$ cat config.mk
export PLATFORM = sky130hd
export DESIGN_NAME = fifo_8x32
export DESIGN_NICKNAME = d
export VERILOG_FILES = /design/src/rtl/fifo_8x32_pkg.sv /design/src/rtl/fifo_reg8x32.sv /design/src/rtl/fifo_8x32.sv
export SDC_FILE = /design/constraint.sdc
export NUM_CORES = 1
export LEC_CHECK = 0
export ABC_AREA = 0
export CAP_MARGIN = 20
export CORE_MARGIN = 1
export CORE_UTILIZATION = 40
export CTS_CLUSTER_DIAMETER = 200
export DETAILED_ROUTE_END_ITERATION = 12
export GPL_ROUTABILITY_DRIVEN = 0
export GPL_TIMING_DRIVEN = 0
export PLACE_DENSITY = 0.62
export SKIP_LAST_GASP = 1
export SLEW_MARGIN = 5
export SYNTH_ARGS = -nofsm -noshare
export SYNTH_HDL_FRONTEND = slang
export SYNTH_HIERARCHICAL = 1
export SYNTH_SLANG_ARGS = --single-unit
$ cat constraint.sdc
create_clock -name clk -period 2.14 [get_ports clk]
set_clock_uncertainty 0.1 [all_clocks]
set_input_delay 0.428 -clock clk [delete_from_list [all_inputs] [get_ports clk]]
set_output_delay 0.428 -clock clk [all_outputs]
set_load 0.02 [all_outputs]
$ cat src/rtl/fifo_8x32_pkg.sv
// Shared definitions for the 8 x 32 FIFO: sizes, state encoding, pointer helper.
package fifo_8x32_pkg;

    localparam int DATA_WIDTH  = 32;
    localparam int DEPTH       = 8;
    localparam int ADDR_WIDTH  = 3;
    localparam int COUNT_WIDTH = 4;

    localparam logic [COUNT_WIDTH-1:0] COUNT_FULL = COUNT_WIDTH'(DEPTH);

    // Operation performed on the edge that entered the state; flags decode from it.
    typedef enum logic [2:0] {
        ST_INIT     = 3'b000,
        ST_NO_OP    = 3'b001,
        ST_WRITE    = 3'b010,
        ST_WR_ERROR = 3'b011,
        ST_READ     = 3'b100,
        ST_RD_ERROR = 3'b101
    } state_e;

    // Pointers are exactly log2(DEPTH) bits, so the natural overflow gives the 7->0 wrap.
    function automatic logic [ADDR_WIDTH-1:0] ptr_inc(input logic [ADDR_WIDTH-1:0] ptr);
        return ptr + 1'b1;
    endfunction

endpackage

$ cat src/rtl/fifo_reg8x32.sv
// 8 x 32 register file: resettable word registers, one write port, one combinational read port.
module fifo_reg8x32
    import fifo_8x32_pkg::*;
(
    input  logic                  clk,
    input  logic                  reset_n,
    input  logic                  we,
    input  logic [ADDR_WIDTH-1:0] wr_addr,
    input  logic [DATA_WIDTH-1:0] wr_data,
    input  logic [ADDR_WIDTH-1:0] rd_addr,
    output logic [DATA_WIDTH-1:0] rd_data
);

    logic [DATA_WIDTH-1:0] entry_w [DEPTH];

    generate
        for (genvar gi = 0; gi < DEPTH; gi++) begin : g_entry
            logic [DATA_WIDTH-1:0] word_q;
            logic                  sel_w;

            assign sel_w = we && (wr_addr == ADDR_WIDTH'(gi));

            // Each entry loads only when addressed; the reset clears stored data.
            always_ff @(posedge clk or negedge reset_n) begin
                if (!reset_n) begin
                    word_q <= '0;
                end else if (sel_w) begin
                    word_q <= wr_data;
                end
            end

            assign entry_w[gi] = word_q;
        end
    endgenerate

    assign rd_data = entry_w[rd_addr];

endmodule

$ cat src/rtl/fifo_8x32.sv
// Synchronous 8-entry x 32-bit FIFO with per-operation ack/error flags and occupancy count.
module fifo_8x32
    import fifo_8x32_pkg::*;
(
    input  logic                   clk,
    input  logic                   reset_n,
    input  logic                   wr_en,
    input  logic                   rd_en,
    input  logic [DATA_WIDTH-1:0]  d_in,
    output logic [DATA_WIDTH-1:0]  d_out,
    output logic                   full,
    output logic                   empty,
    output logic                   wr_ack,
    output logic                   wr_err,
    output logic                   rd_ack,
    output logic                   rd_err,
    output logic [COUNT_WIDTH-1:0] data_count
);

    state_e                 state_q, state_d;
    logic [ADDR_WIDTH-1:0]  head_q, head_d;
    logic [ADDR_WIDTH-1:0]  tail_q, tail_d;
    logic [COUNT_WIDTH-1:0] count_q, count_d;
    logic [DATA_WIDTH-1:0]  dout_q, dout_d;
    logic [DATA_WIDTH-1:0]  rd_data_w;
    logic                   we_w;

    assign full  = (count_q == COUNT_FULL);
    assign empty = (count_q == '0);

    // Next state: a lone request picks its operation or its error; both or neither is a no-op.
    always_comb begin
        state_d = ST_NO_OP;
        if (wr_en && !rd_en) begin
            state_d = full ? ST_WR_ERROR : ST_WRITE;
        end else if (rd_en && !wr_en) begin
            state_d = empty ? ST_RD_ERROR : ST_READ;
        end
    end

    // Datapath acts on the edge that enters WRITE/READ, so it follows state_d, not state_q.
    always_comb begin
        head_d  = head_q;
        tail_d  = tail_q;
        count_d = count_q;
        dout_d  = dout_q;
        we_w    = 1'b0;
        if (state_d == ST_WRITE) begin
            we_w    = 1'b1;
            tail_d  = ptr_inc(tail_q);
            count_d = count_q + 1'b1;
        end else if (state_d == ST_READ) begin
            dout_d  = rd_data_w;
            head_d  = ptr_inc(head_q);
            count_d = count_q - 1'b1;
        end
    end

    // State, pointers, occupancy and output word registers.
    always_ff @(posedge clk or negedge reset_n) begin
        if (!reset_n) begin
            state_q <= ST_INIT;
            head_q  <= '0;
            tail_q  <= '0;
            count_q <= '0;
            dout_q  <= '0;
        end else begin
            state_q <= state_d;
            head_q  <= head_d;
            tail_q  <= tail_d;
            count_q <= count_d;
            dout_q  <= dout_d;
        end
    end

    fifo_reg8x32 u_regfile (
        .clk     (clk),
        .reset_n (reset_n),
        .we      (we_w),
        .wr_addr (tail_q),
        .wr_data (d_in),
        .rd_addr (head_q),
        .rd_data (rd_data_w)
    );

    assign d_out      = dout_q;
    assign data_count = count_q;
    assign wr_ack     = (state_q == ST_WRITE);
    assign wr_err     = (state_q == ST_WR_ERROR);
    assign rd_ack     = (state_q == ST_READ);
    assign rd_err     = (state_q == ST_RD_ERROR);

endmodule
## Word level (Yosys, flattened, before mapping)

Index checks and enable logic that the tools add are counted.

- Flip-flop bits (word level): 301
- Input port bits: 36
- Output and inout bits: 42
- Word-level logic and storage cells: 60

- Add/sub/neg operators: 4
- $lt $le $gt $ge: 1
- Equality and inequality tests: 14
- Multiplexer cells: 10
- Bitwise logic cells: 2
- Reduce and logical (&&, ||, !) cells: 16

Operators with widths:

| kind | number |
|---|---|
| binary-select mux 32 bit (select 3 bit) | 1 |
| two-way mux 32 bit | 2 |
| equality test 3 bit, second input constant | 7 |
| equality test 3 x 2 -> 1 bit, second input constant | 5 |
| logical AND 1 bit | 10 |
| two-way mux 4 bit | 2 |
| adder 3 x 1 -> 3 bit, second input constant | 2 |
| two-way mux 3 bit | 2 |
| adder 4 x 1 -> 4 bit, second input constant | 1 |
| equality test 4 bit, second input constant | 1 |
| >= comparator 4 bit, second input constant | 1 |
| logical NOT 4 bit | 1 |
| inverter 3 -> 4 bit | 1 |
| subtractor 4 x 1 -> 4 bit, second input constant | 1 |
| equality test 3 x 1 -> 1 bit, second input constant | 1 |
| logical NOT 3 bit | 1 |
| two-way mux 1 bit | 3 |
| logical NOT 1 bit | 2 |
| AND reduction 2 bit | 1 |
| nonzero test 2 bit | 1 |
| inverter 1 bit | 1 |

## Depth between registers and ports, before layout

Gate-level depths: netlist of the first run.

- Depth after elaboration: 7
- Depth in mapped cells: 9
- Depth with buffers taken out: 8

## By module

Netlist of the first run, hierarchy kept.

Modules (own cells, without submodules):

| module | instances | cells each | area each (um^2) | sequential area each (um^2) |
|---|---|---|---|---|
| fifo_reg8x32 | 1 | 665 | 11639.9 | 6406.1 |
| fifo_8x32 | 1 | 116 | 1833.0 | 1126.1 |

## Worst setup path before layout of the first run

No wires, ideal clock.

- Path kind: register -> register
- Start point: reg count_q[1], in the netlist data_count[1]
- End point: reg count_q[3], in the netlist data_count[3]
- Library setup time: 0.081 ns
- Arrival time: 2.340 ns
- Required time: 1.959 ns
- Slack: -0.381 ns
- Cell stages (with the launch flop): 10
- Buffers on the path: 1
- Period minus slack after synthesis: 2.521 ns
- Path through: dfrtp_1 nor4b_2 nor2b_1 buf_6 inv_1 ha_1 a21o_1 a21oi_1 mux2i_1 xnor2_1

- Elaborated cells on any way between the ends: 13
- Those cells by class: 2 x add/sub; 3 x eq/ne; 6 x mux; 2 x reduce/logical

RTL lines:

| element | RTL line | RTL |
|---|---|---|
| start, declared | fifo_8x32.sv:23 | `logic [COUNT_WIDTH-1:0] count_q, count_d;` |
| start signal, assigned | fifo_8x32.sv:71 | `count_q <= count_d;` |
| equality test 4 bit (*) | fifo_8x32.sv:28 | `assign full = (count_q == COUNT_FULL);` |
| net full | fifo_8x32.sv:11 | `output logic full,` |
| two-way mux 1 bit (*) | fifo_8x32.sv:35 | `state_d = full ? ST_WR_ERROR : ST_WRITE;` |
| two-way mux 3 bit (*) | fifo_8x32.sv:34 | `if (wr_en && !rd_en) begin` |
| equality test 3 x 2 -> 1 bit or equality test 3 bit (tied branches) | fifo_8x32.sv:48, fifo_8x32.sv:52 |  |
| two-way mux 4 bit or nonzero test 2 bit (tied branches) | - |  |

The timed path passes the listed nets; every way through them passes the cells marked *. The select of a mux whose other input is x is not followed.
A chain may end at the register's enable or synchronous reset.

## Worst setup path in the final report of the first run

- Start point: reg count_q[2], in the netlist data_count[2]
- End point: reg count_q[3], in the netlist data_count[3]

- Word-level cells in the longest chain between the ends: 6
- Elaborated cells on any way between the ends: 13
- Those cells by class: 2 x add/sub; 3 x eq/ne; 6 x mux; 2 x reduce/logical

Ends and longest elaborated chain:

| element | RTL line | RTL |
|---|---|---|
| logical NOT 4 bit | fifo_8x32.sv:29 | `assign empty = (count_q == '0);` |
| two-way mux 1 bit | fifo_8x32.sv:37 | `state_d = empty ? ST_RD_ERROR : ST_READ;` |
| two-way mux 3 bit | fifo_8x32.sv:36 | `end else if (rd_en && !wr_en) begin` |
| two-way mux 3 bit | fifo_8x32.sv:34 |  |
| equality test 3 x 2 -> 1 bit or equality test 3 bit (tied branches) | fifo_8x32.sv:48, fifo_8x32.sv:52 |  |
| two-way mux 4 bit or nonzero test 2 bit (tied branches) | - |  |

Parallel ways exist; a longest one is shown, timed or not. The select of a mux whose other input is x is not followed.

==> impl_metrics.yaml, run 1 <==
synth:
  ys_ff_latch: 301
  ys_warn_count: 6
  synth_cells: 781
  syn_nets: 822
  synth-edff-count: 0
  synth_cell_types: 31
  netlist_area_um2: 13470
  synth-seq-area-share: 0.5591
  syn_area_per_cell_um2: 17.25
  synth-async-reset-ratio: 1.000
  ys.flop_type: "dfrtp_1"
floorplan:
  rows: 66
  design.core.area_um2: 32870
  fp.dieH_um: 185.5
  initial_utilization: 0.4099
  ios: 78
  dieArea_um2: 34420
  die_w_um: 185.5
cts:
  cts_sinks: 301
  h-tree-depth: 2
  cts-root-buf: "clkbuf_16"
  path_clk_slew_ns: 0.06
  clockBufferDepth: 3
  cts-buffers-inserted: 34
  cts_tree: "done"
  clk_latency_ns: 0.51
sta:
  fin_crit_sh: 0.9996
  max_freq_ghz: 0.4675
  hold_viol_final: 0
  drv_slew: 0
  fin_crit_ns: 2.139
  tightest_slew_ns: 0.5000
  grt_setup_unrepaired: "true"
  setup_violations: 0
  setup_slack_ns: 0.0008951
  relSlewSlack: 0.6666
global_route:
  grt.total_usage: 0.1744
  antenna_found_initial: 0
  grt_pass1_vias: 7910
  grt_max_degree: 94
  grt_overflow_total: 0
  grt_pass1_wl_mm: 45.62
drt:
  routed_wl_mm: 30.27
  routed_via_density: 5.290
  firstDrtPassIters: 7
  drc: 0
  drtIter0Drc: 383
  dr_total_vias: 7416
  ant_nets: 0
  wl_per_cell_um: 21.59
cells_and_area:
  nets: 977
  final_common_cell: "dfrtp_1"
  mostFrequentLayoutCells: "dfrtp_1 (296), mux2_2 (293), clkdlybuf4s50_1 (68)"
  drive_gt1_frac: 0.5490
  diodes: 0
  areaGrowthSynthToFinish_pct: 25.73
  fill_cells: 2790
  final_util: 0.5154
worst_setup_path:
  r2r_start: "data_count[2]"
  cp-start-kind: "register"
  endpoint_kind: "register"
  reg2reg_depth: 9
  arrival_ns: 2.46
  regToRegSetupSlack_ns: 0.0009
  r2r_end: "data_count[3]"
  path_max_fanout: 4
  criticalPathCategory: "register to register"
  worstPathRequired_ns: 2.46
power:
  power.leakage_uw: 0.007500
  clkPwrFrac: 0.220
  irDropWorstVdd_mv: 0.7593
  p_sw_uw: 7495
  switching_share: 0.2900
  powerDensity_nw_per_um2: 1526
  pwr-share-seq: 0.380
  combinationalPowerShare: 0.400
  total_power_uw: 25840
  intPower_uw: 18350
placed_design:
  place_ws_ns: -0.7357
  hpwl_mm: 17.65
  portBuffers: 77
worst_hold_path:
  min_delay_path_depth: 2
  hold_class: "primary input to register"
  holdPathEnd: "state_q[2]"
  min_from: "wr_en"
outcome:
  status: "finished clean"
run:
  maxCapViolations: 0
logic make-up after synthesis:
logic type                 Yosys count  share of synthesized area
AOI/OAI and AO/OA                    2                  0.0009285
DFF                                301                     0.5591
and+or+nand+nor                     21                    0.01393
adders and majority gates            5                   0.005201
buffers and inverters               56                    0.02610
muxes                              389                     0.3902
xor gates and xnor gates             7                   0.004551
what timing repair did:
action / in CTS / in global routing
gates resized for setup: 52 / 84
setup endpoints to repair: 280 / 255
pin swaps: 1 / 3
endpoints found under the hold margin: 55 / 0
hold buffers: 1 / 0
cloned: 2 / 11
setup buffers: 18 / 10
cells in the mapped netlist, types with 2 or more instances:
master	n	area share
mux2_2	313	0.26
dfrtp_1	301	0.56
mux4_1	40	0.078
buf_2	26	0.0097
mux4_2	24	0.040
buf_4	12	0.0067
mux2_1	9	0.0075
buf_6	8	0.0067
ha_1	4	0.0037
nor2b_1	4	0.0019
xnor2_1	4	0.0026
buf_1	3	0.00084
clkbuf_2	3	0.0011
nand4b_1	3	0.0020
nor4bb_1	3	0.0022
xor2_1	3	0.0020
and3b_1	2	0.0013
clkbuf_1	2	0.00056
inv_1	2	0.00056
mux2_4	2	0.0022
nand2_1	2	0.00056
nor3b_1	2	0.0011
area by class of cell:
type                            count  area, um2  area share
Tap cell                          442      553.0     0.03265
Timing Repair Buffer              122       1386     0.08184
Inverter                            2      10.01   0.0005909
Clock inverter                      9      57.56    0.003398
Buffer                             51      626.9     0.03700
Clock buffer                       51       1046     0.06175
Multi-Input combinational cell    424       5722      0.3378
Sequential cell                   301       7538      0.4450
layer usage:
layer | up-vias | track usage | wire length (um)
li1 | 3270 | - | -
met1 | 3975 | 0.2450 | 14440
met2 | 126 | 0.2806 | 14120
met3 | 45 | 0.02857 | 1160
met4 | 0 | 0.04529 | 544
met5 | - | 0 | 0
state kept, by name, summed over array words and instances, names as in the netlist:
signal,cells
head_q,3
state_q,3
u_regfile/g_entry.word_q,256
d_out,32
data_count,4
tail_q,3
power groups by stage:
stage,combinational (uW),sequential [uW],clock (uW)
final,10300,9810,5700
after global routing,11100,10200,6060
after CTS,9600,9750,5850
after detailed placement,9240,9860,0
after global placement,9030,9810,0
after floorplan,6550,9810,0
how the worst max path moves through the flow:
stage | end | slack [ns] | cells after the start | startpoint
after floorplan | u_regfile/g_entry[5].word_q[10] | -0.07 | 7 | data_count[2]
after CTS | u_regfile/g_entry[7].word_q[3] | -0.06 | 7 | data_count[0]
after detailed placement | u_regfile/g_entry[0].word_q[8] | -0.74 | 8 | wr_en
after global routing | data_count[3] | -0.12 | 9 | data_count[2]
final | data_count[3] | 0.0009 | 9 | data_count[2]
after global placement | data_count[2] | -14.06 | 1 | reset_n
worst max-delay path: stages, from the launching register on:
cell	delay, ns
dfrtp_2	0.44
nor4b_4	0.35
nor2b_4	0.10
buf_6	0.13
inv_4	0.06
ha_4	0.19
a21o_1	0.16
a21oi_2	0.16
mux2i_1	0.23
xnor2_1	0.13
per-stage QoR:
stage                     std cells  instance area, um2  TNS (ns)  hold WS (ns)
after floorplan                 781               13600    -11.93       0.03241
after global placement         1300               14920  -4032.99        0.3587
after detailed placement       1303               15010   -166.80        0.3041
after CTS                      1384               16440    -1.127        0.3623
after global routing           1402               16940    -2.397       0.05417
final                          1402               16940         0       0.05068
Note: power is estimated with default switching activity, not from simulation.
==> run 2, diff against run 1 <==
--- a/config.mk
+++ b/config.mk
@@ -10,6 +10,7 @@
 export CORE_MARGIN = 1
 export CORE_UTILIZATION = 40
 export CTS_CLUSTER_DIAMETER = 200
+export CTS_CLUSTER_SIZE = 14
 export DETAILED_ROUTE_END_ITERATION = 12
 export GPL_ROUTABILITY_DRIVEN = 0
 export GPL_TIMING_DRIVEN = 0
==> impl_metrics.yaml, run 2 (synthesis gave the netlist of run 1 again) <==
outcome:
  status: "complete, but fails checks"
  violations: "setup timing"
global_route:
  grt_pass1_vias: 7827
  grt_overflow_total: 0
  antenna_found_initial: 0
  grt_pass1_wl_mm: 45.84
  grt.total_usage: 0.1747
  grt_max_degree: 94
sta:
  setup_violations: 24
  tightest_slew_ns: 0.4950
  drv_slew: 0
  fin_crit_sh: 1.050
  max_freq_ghz: 0.4451
  hold_viol_final: 0
  fin_crit_ns: 2.247
  setup_slack_ns: -0.1066
  grt_setup_unrepaired: "true"
  relSlewSlack: 0.6700
cts:
  path_clk_slew_ns: 0.07
  h-tree-depth: 1
  cts-root-buf: "clkbuf_16"
  cts_sinks: 301
  cts_tree: "done"
  clockBufferDepth: 3
  cts-buffers-inserted: 25
  clk_latency_ns: 0.52
worst_setup_path:
  crit_start: "data_count[3]"
  regToRegSetupSlack_ns: -0.11
  arrival_ns: 2.55
  path_max_fanout: 8
  worstPathRequired_ns: 2.44
  criticalPathCategory: "register to register"
  endpoint_kind: "register"
  cp-start-kind: "register"
  r2r_start: "data_count[3]"
drt:
  wl_met3_um: 915
  drtIter0Drc: 337
  drc: 0
  routed_via_density: 5.271
  wl_met1_mm: 13.83
  met2_length_mm: 13.95
  firstDrtPassIters: 4
  top_layer: "met4"
  wl_per_cell_um: 21.28
  routed_wl_mm: 29.17
  ant_nets: 0
  dr_total_vias: 7226
cells_and_area:
  mostFrequentLayoutCells: "dfrtp_1 (296), mux2_2 (291), clkdlybuf4s50_1 (67)"
  regMostFlops: "u_regfile/g_entry.word_q"
  largest_register_ffs: 256
  nets: 970
  areaGrowthSynthToFinish_pct: 21.66
  drive_gt1_frac: 0.5328
  final_cells: 1371
  register_area_um2: 7538
  diodes: 0
  multiInputGateArea_um2: 5748
  fill_cells: 2836
  fin_area_um2: 16390
  final_common_cell: "dfrtp_1"
power:
  power.leakage_uw: 0.007257
  total_power_uw: 23760
  powerDensity_nw_per_um2: 1449
  irDropWorstVdd_mv: 0.8031
floorplan:
  ios: 78
  design.core.area_um2: 32870
  dieArea_um2: 34420
  rows: 66
  die_w_um: 185.5
  fp.dieH_um: 185.5
  initial_utilization: 0.4099
placed_design:
  portBuffers: 77
  place_area_um2: 15010
  dp.cells: 1303
  hpwl_mm: 17.65
run:
  maxCapViolations: 0
worst_hold_path:
  hold_class: "primary input to async pin"
run 2: cell count changes in the layout (fill, tap and decap cells not counted), moves of 3 or more:
cell	previous run	this run
buf_4	30	40
buf_6	15	11
clkbuf_1	5	1
clkbuf_16	44	27
clkbuf_4	3	6
clkbuf_8	11	0
clkinv_2	6	0
mux4_1	28	33
mux4_2	36	31
run 2: what timing repair did:
item,CTS,global route
hold buffers,1,0
gates resized for setup,57,76
setup buffers,27,16
endpoints found under the setup margin,280,232
endpoints found under the hold margin,55,0
pin swaps,0,4
gates cloned,3,2
run 2: routing by layer:
metal  vias up  global-route usage
met5         -                   0
met4         0             0.03736
met3        32             0.02152
met2       105              0.2869
met1      3865              0.2483
li1       3224                   -
run 2: path summary, 6_finish.rpt:
path | cells past startpoint | to
min in group clk | 1 | tail_q[2]
min reg2reg | 1 | tail_q[2]
max in group asynchronous | 3 | head_q[0]
min | 2 | u_regfile/g_entry[3].word_q[16]
max | 8 | u_regfile/g_entry[2].word_q[11]
max reg2reg | 8 | u_regfile/g_entry[2].word_q[11]
run 2: stage by stage:
step	hold WS, ns	TNS (ns)	utilization	setup WS (ns)
floorplan	0.03241	-11.93	-	-0.07400
global placement	0.3587	-4032.99	0.4540	-14.06
detailed placement	0.3041	-166.80	0.4567	-0.7357
CTS	0.3485	-1.314	0.4905	-0.1142
global route	0.3772	-6.733	0.4987	-0.1692
finish	0.3355	-1.301	0.4987	-0.1066
run 2: cell type report:
type,instances,area share
repair buffers,125,0.07878
multi-input cells,424,0.3507
flip-flops and latches,301,0.4599
clock buffers,26,0.03840
inverters,2,0.0006107
plain buffers,50,0.03733
clock inverters,1,0.0005344
well taps,442,0.03374
run 2: power by group:
group          leakage (uW)  total (uW)  internal [uW]  switching, uW
sequential          0.00372        9770           8430           1340
clock              0.000314        3990           2070           1920
combinational       0.00322        9990           6310           3680
run 2: critical path: stages (launching register included):
cell      delay, ns
dfrtp_2        0.43
nor4b_4        0.15
nor2b_4        0.18
buf_6          0.15
nor4bb_4       0.37
buf_12         0.18
buf_12         0.10
buf_12         0.12
mux2_2         0.33
==> run 3, diff against run 2 <==
--- a/config.mk
+++ b/config.mk
@@ -8,13 +8,13 @@
 export ABC_AREA = 0
 export CAP_MARGIN = 20
 export CORE_MARGIN = 1
-export CORE_UTILIZATION = 40
+export CORE_UTILIZATION = 50
 export CTS_CLUSTER_DIAMETER = 200
 export CTS_CLUSTER_SIZE = 14
 export DETAILED_ROUTE_END_ITERATION = 12
 export GPL_ROUTABILITY_DRIVEN = 0
 export GPL_TIMING_DRIVEN = 0
-export PLACE_DENSITY = 0.62
+export PLACE_DENSITY = 0.74
 export SKIP_LAST_GASP = 1
 export SLEW_MARGIN = 5
 export SYNTH_ARGS = -nofsm -noshare
==> impl_metrics.yaml, run 3 (synthesis gave the netlist of run 1 again) <==
drt:
  firstDrtPassIters: 10
  routed_via_density: 5.754
  drtIter0Drc: 389
  ant_nets: 0
  dr_total_vias: 7244
  wl_per_cell_um: 22.34
  routed_wl_mm: 28.12
  drc: 2
sta:
  relSlewSlack: 0.6404
  setup_violations: 14
  fin_crit_ns: 2.198
  drv_slew: 0
  setup_slack_ns: -0.05846
  max_freq_ghz: 0.4549
  fin_crit_sh: 1.027
  fin_tns_setup_ns: -0.2626
  grt_setup_unrepaired: "true"
  hold_viol_final: 0
  tightest_slew_ns: 0.5395
global_route:
  grtUsageMet2: 0.3363
  grt_pass1_vias: 7707
  grt_pass1_wl_mm: 44.16
  busiest_layer: "met2"
  use_met1: 0.2923
  grt.total_usage: 0.2056
  antenna_found_initial: 0
  grt_overflow_total: 0
  gr-usage-met3: 0.02717
  grt_max_degree: 103
cells_and_area:
  fill_cells: 1892
  multiInputGateArea_um2: 5784
  diodes: 0
  nets: 964
  fin_area_um2: 16300
  largest_register_ffs: 256
  final_util: 0.6201
  final_common_cell: "dfrtp_1"
  areaGrowthSynthToFinish_pct: 20.95
  drive_gt1_frac: 0.5216
  register_area_um2: 7537
  mostFrequentLayoutCells: "dfrtp_1 (297), mux2_2 (292), clkdlybuf4s50_1 (68)"
  regMostFlops: "u_regfile/g_entry.word_q"
placed_design:
  hpwl_mm: 16.83
  place_area_um2: 14880
  portBuffers: 77
cts:
  h-tree-depth: 1
  clk_latency_ns: 0.52
  cts-root-buf: "clkbuf_16"
  cts-buffers-inserted: 25
  path_clk_slew_ns: 0.07
  cts_sinks: 301
  clockBufferDepth: 3
  cts_tree: "done"
power:
  power.leakage_uw: 0.007312
  powerDensity_nw_per_um2: 1452
  irDropWorstVdd_mv: 0.9071
floorplan:
  dieArea_um2: 27610
  rows: 59
  design.core.area_um2: 26280
  fp.dieH_um: 166.2
  ios: 78
  die_w_um: 166.2
  initial_utilization: 0.5127
outcome:
  violations: "DRC, setup timing"
  status: "complete, but fails checks"
worst_setup_path:
  arrival_ns: 1.67
  reg2reg_depth: 9
  r2r_start: "data_count[0]"
  criticalPathCategory: "register to primary output"
  path_max_fanout: 3
  regToRegSetupSlack_ns: -0.06
  endpoint_kind: "primary output"
  worstPathRequired_ns: 1.61
  cp-start-kind: "register"
  r2r_end: "data_count[3]"
worst_hold_path:
  hold_class: "primary input to async pin"
run:
  maxCapViolations: 0
[run 3: worst max path at each step]
stage,from,end,slack [ns],depth (start not counted)
after floorplan,data_count[2],u_regfile/g_entry[5].word_q[10],-0.07,7
after global placement,reset_n,data_count[3],-13.71,1
after detailed placement,wr_en,u_regfile/g_entry[0].word_q[13],-0.77,8
after CTS,data_count[1],empty,-0.14,2
after global routing,data_count[0],data_count[3],-0.16,9
final,data_count[3],data_count[3],-0.06,2
[run 3: stage by stage]
stage,instances,setup WS [ns],hold slack (ns),total power [uW]
final,1259,-0.05846,0.3248,23650
after global routing,1259,-0.1592,0.3516,25000
after CTS,1251,-0.1422,0.3378,23390
after detailed placement,1196,-0.7708,0.3034,19040
after global placement,1193,-13.71,0.3556,18700
after floorplan,781,-0.07400,0.03241,16360
[run 3: critical path: stages, from the launching register on]
cell and delay (ns):
dfrtp_2 0.42, buf_4 0.14, clkdlybuf4s50_1 0.59
[run 3: per-layer routing]
metal | up-vias | share of wire
li1 | 3208 | -
met1 | 3901 | 0.47
met2 | 104 | 0.48
met3 | 31 | 0.029
met4 | 0 | 0.017
met5 | - | 0
[run 3: area by class of cell]
| type | count | area share |
|---|---|---|
| flip-flops and latches | 301 | 0.4625 |
| multi-input cells | 424 | 0.3550 |
| repair buffers | 117 | 0.07686 |
| plain buffers | 52 | 0.03977 |
| clock buffers | 27 | 0.03885 |
| well taps | 335 | 0.02572 |
| inverters | 2 | 0.0007678 |
| clock inverters | 1 | 0.0005375 |
[run 3: report_power, final]
| part | switching [uW] | internal [uW] | leakage (uW) |
|---|---|---|---|
| Combinational | 3670 | 6240 | 0.00327 |
| Sequential | 1330 | 8430 | 0.00373 |
| Clock | 1900 | 2080 | 0.000315 |
| Total | 6910 | 16700 | 0.00731 |
[run 3: repair_timing]
item                                    4_1_cts  5_1_grt
endpoints found under the setup margin      280      262
hold buffers                                  1        0
gates cloned                                  4        2
hold endpoints to repair                     61        0
buffers inserted                             23        8
gates resized for setup                      59       79
pin swaps                                     0        5
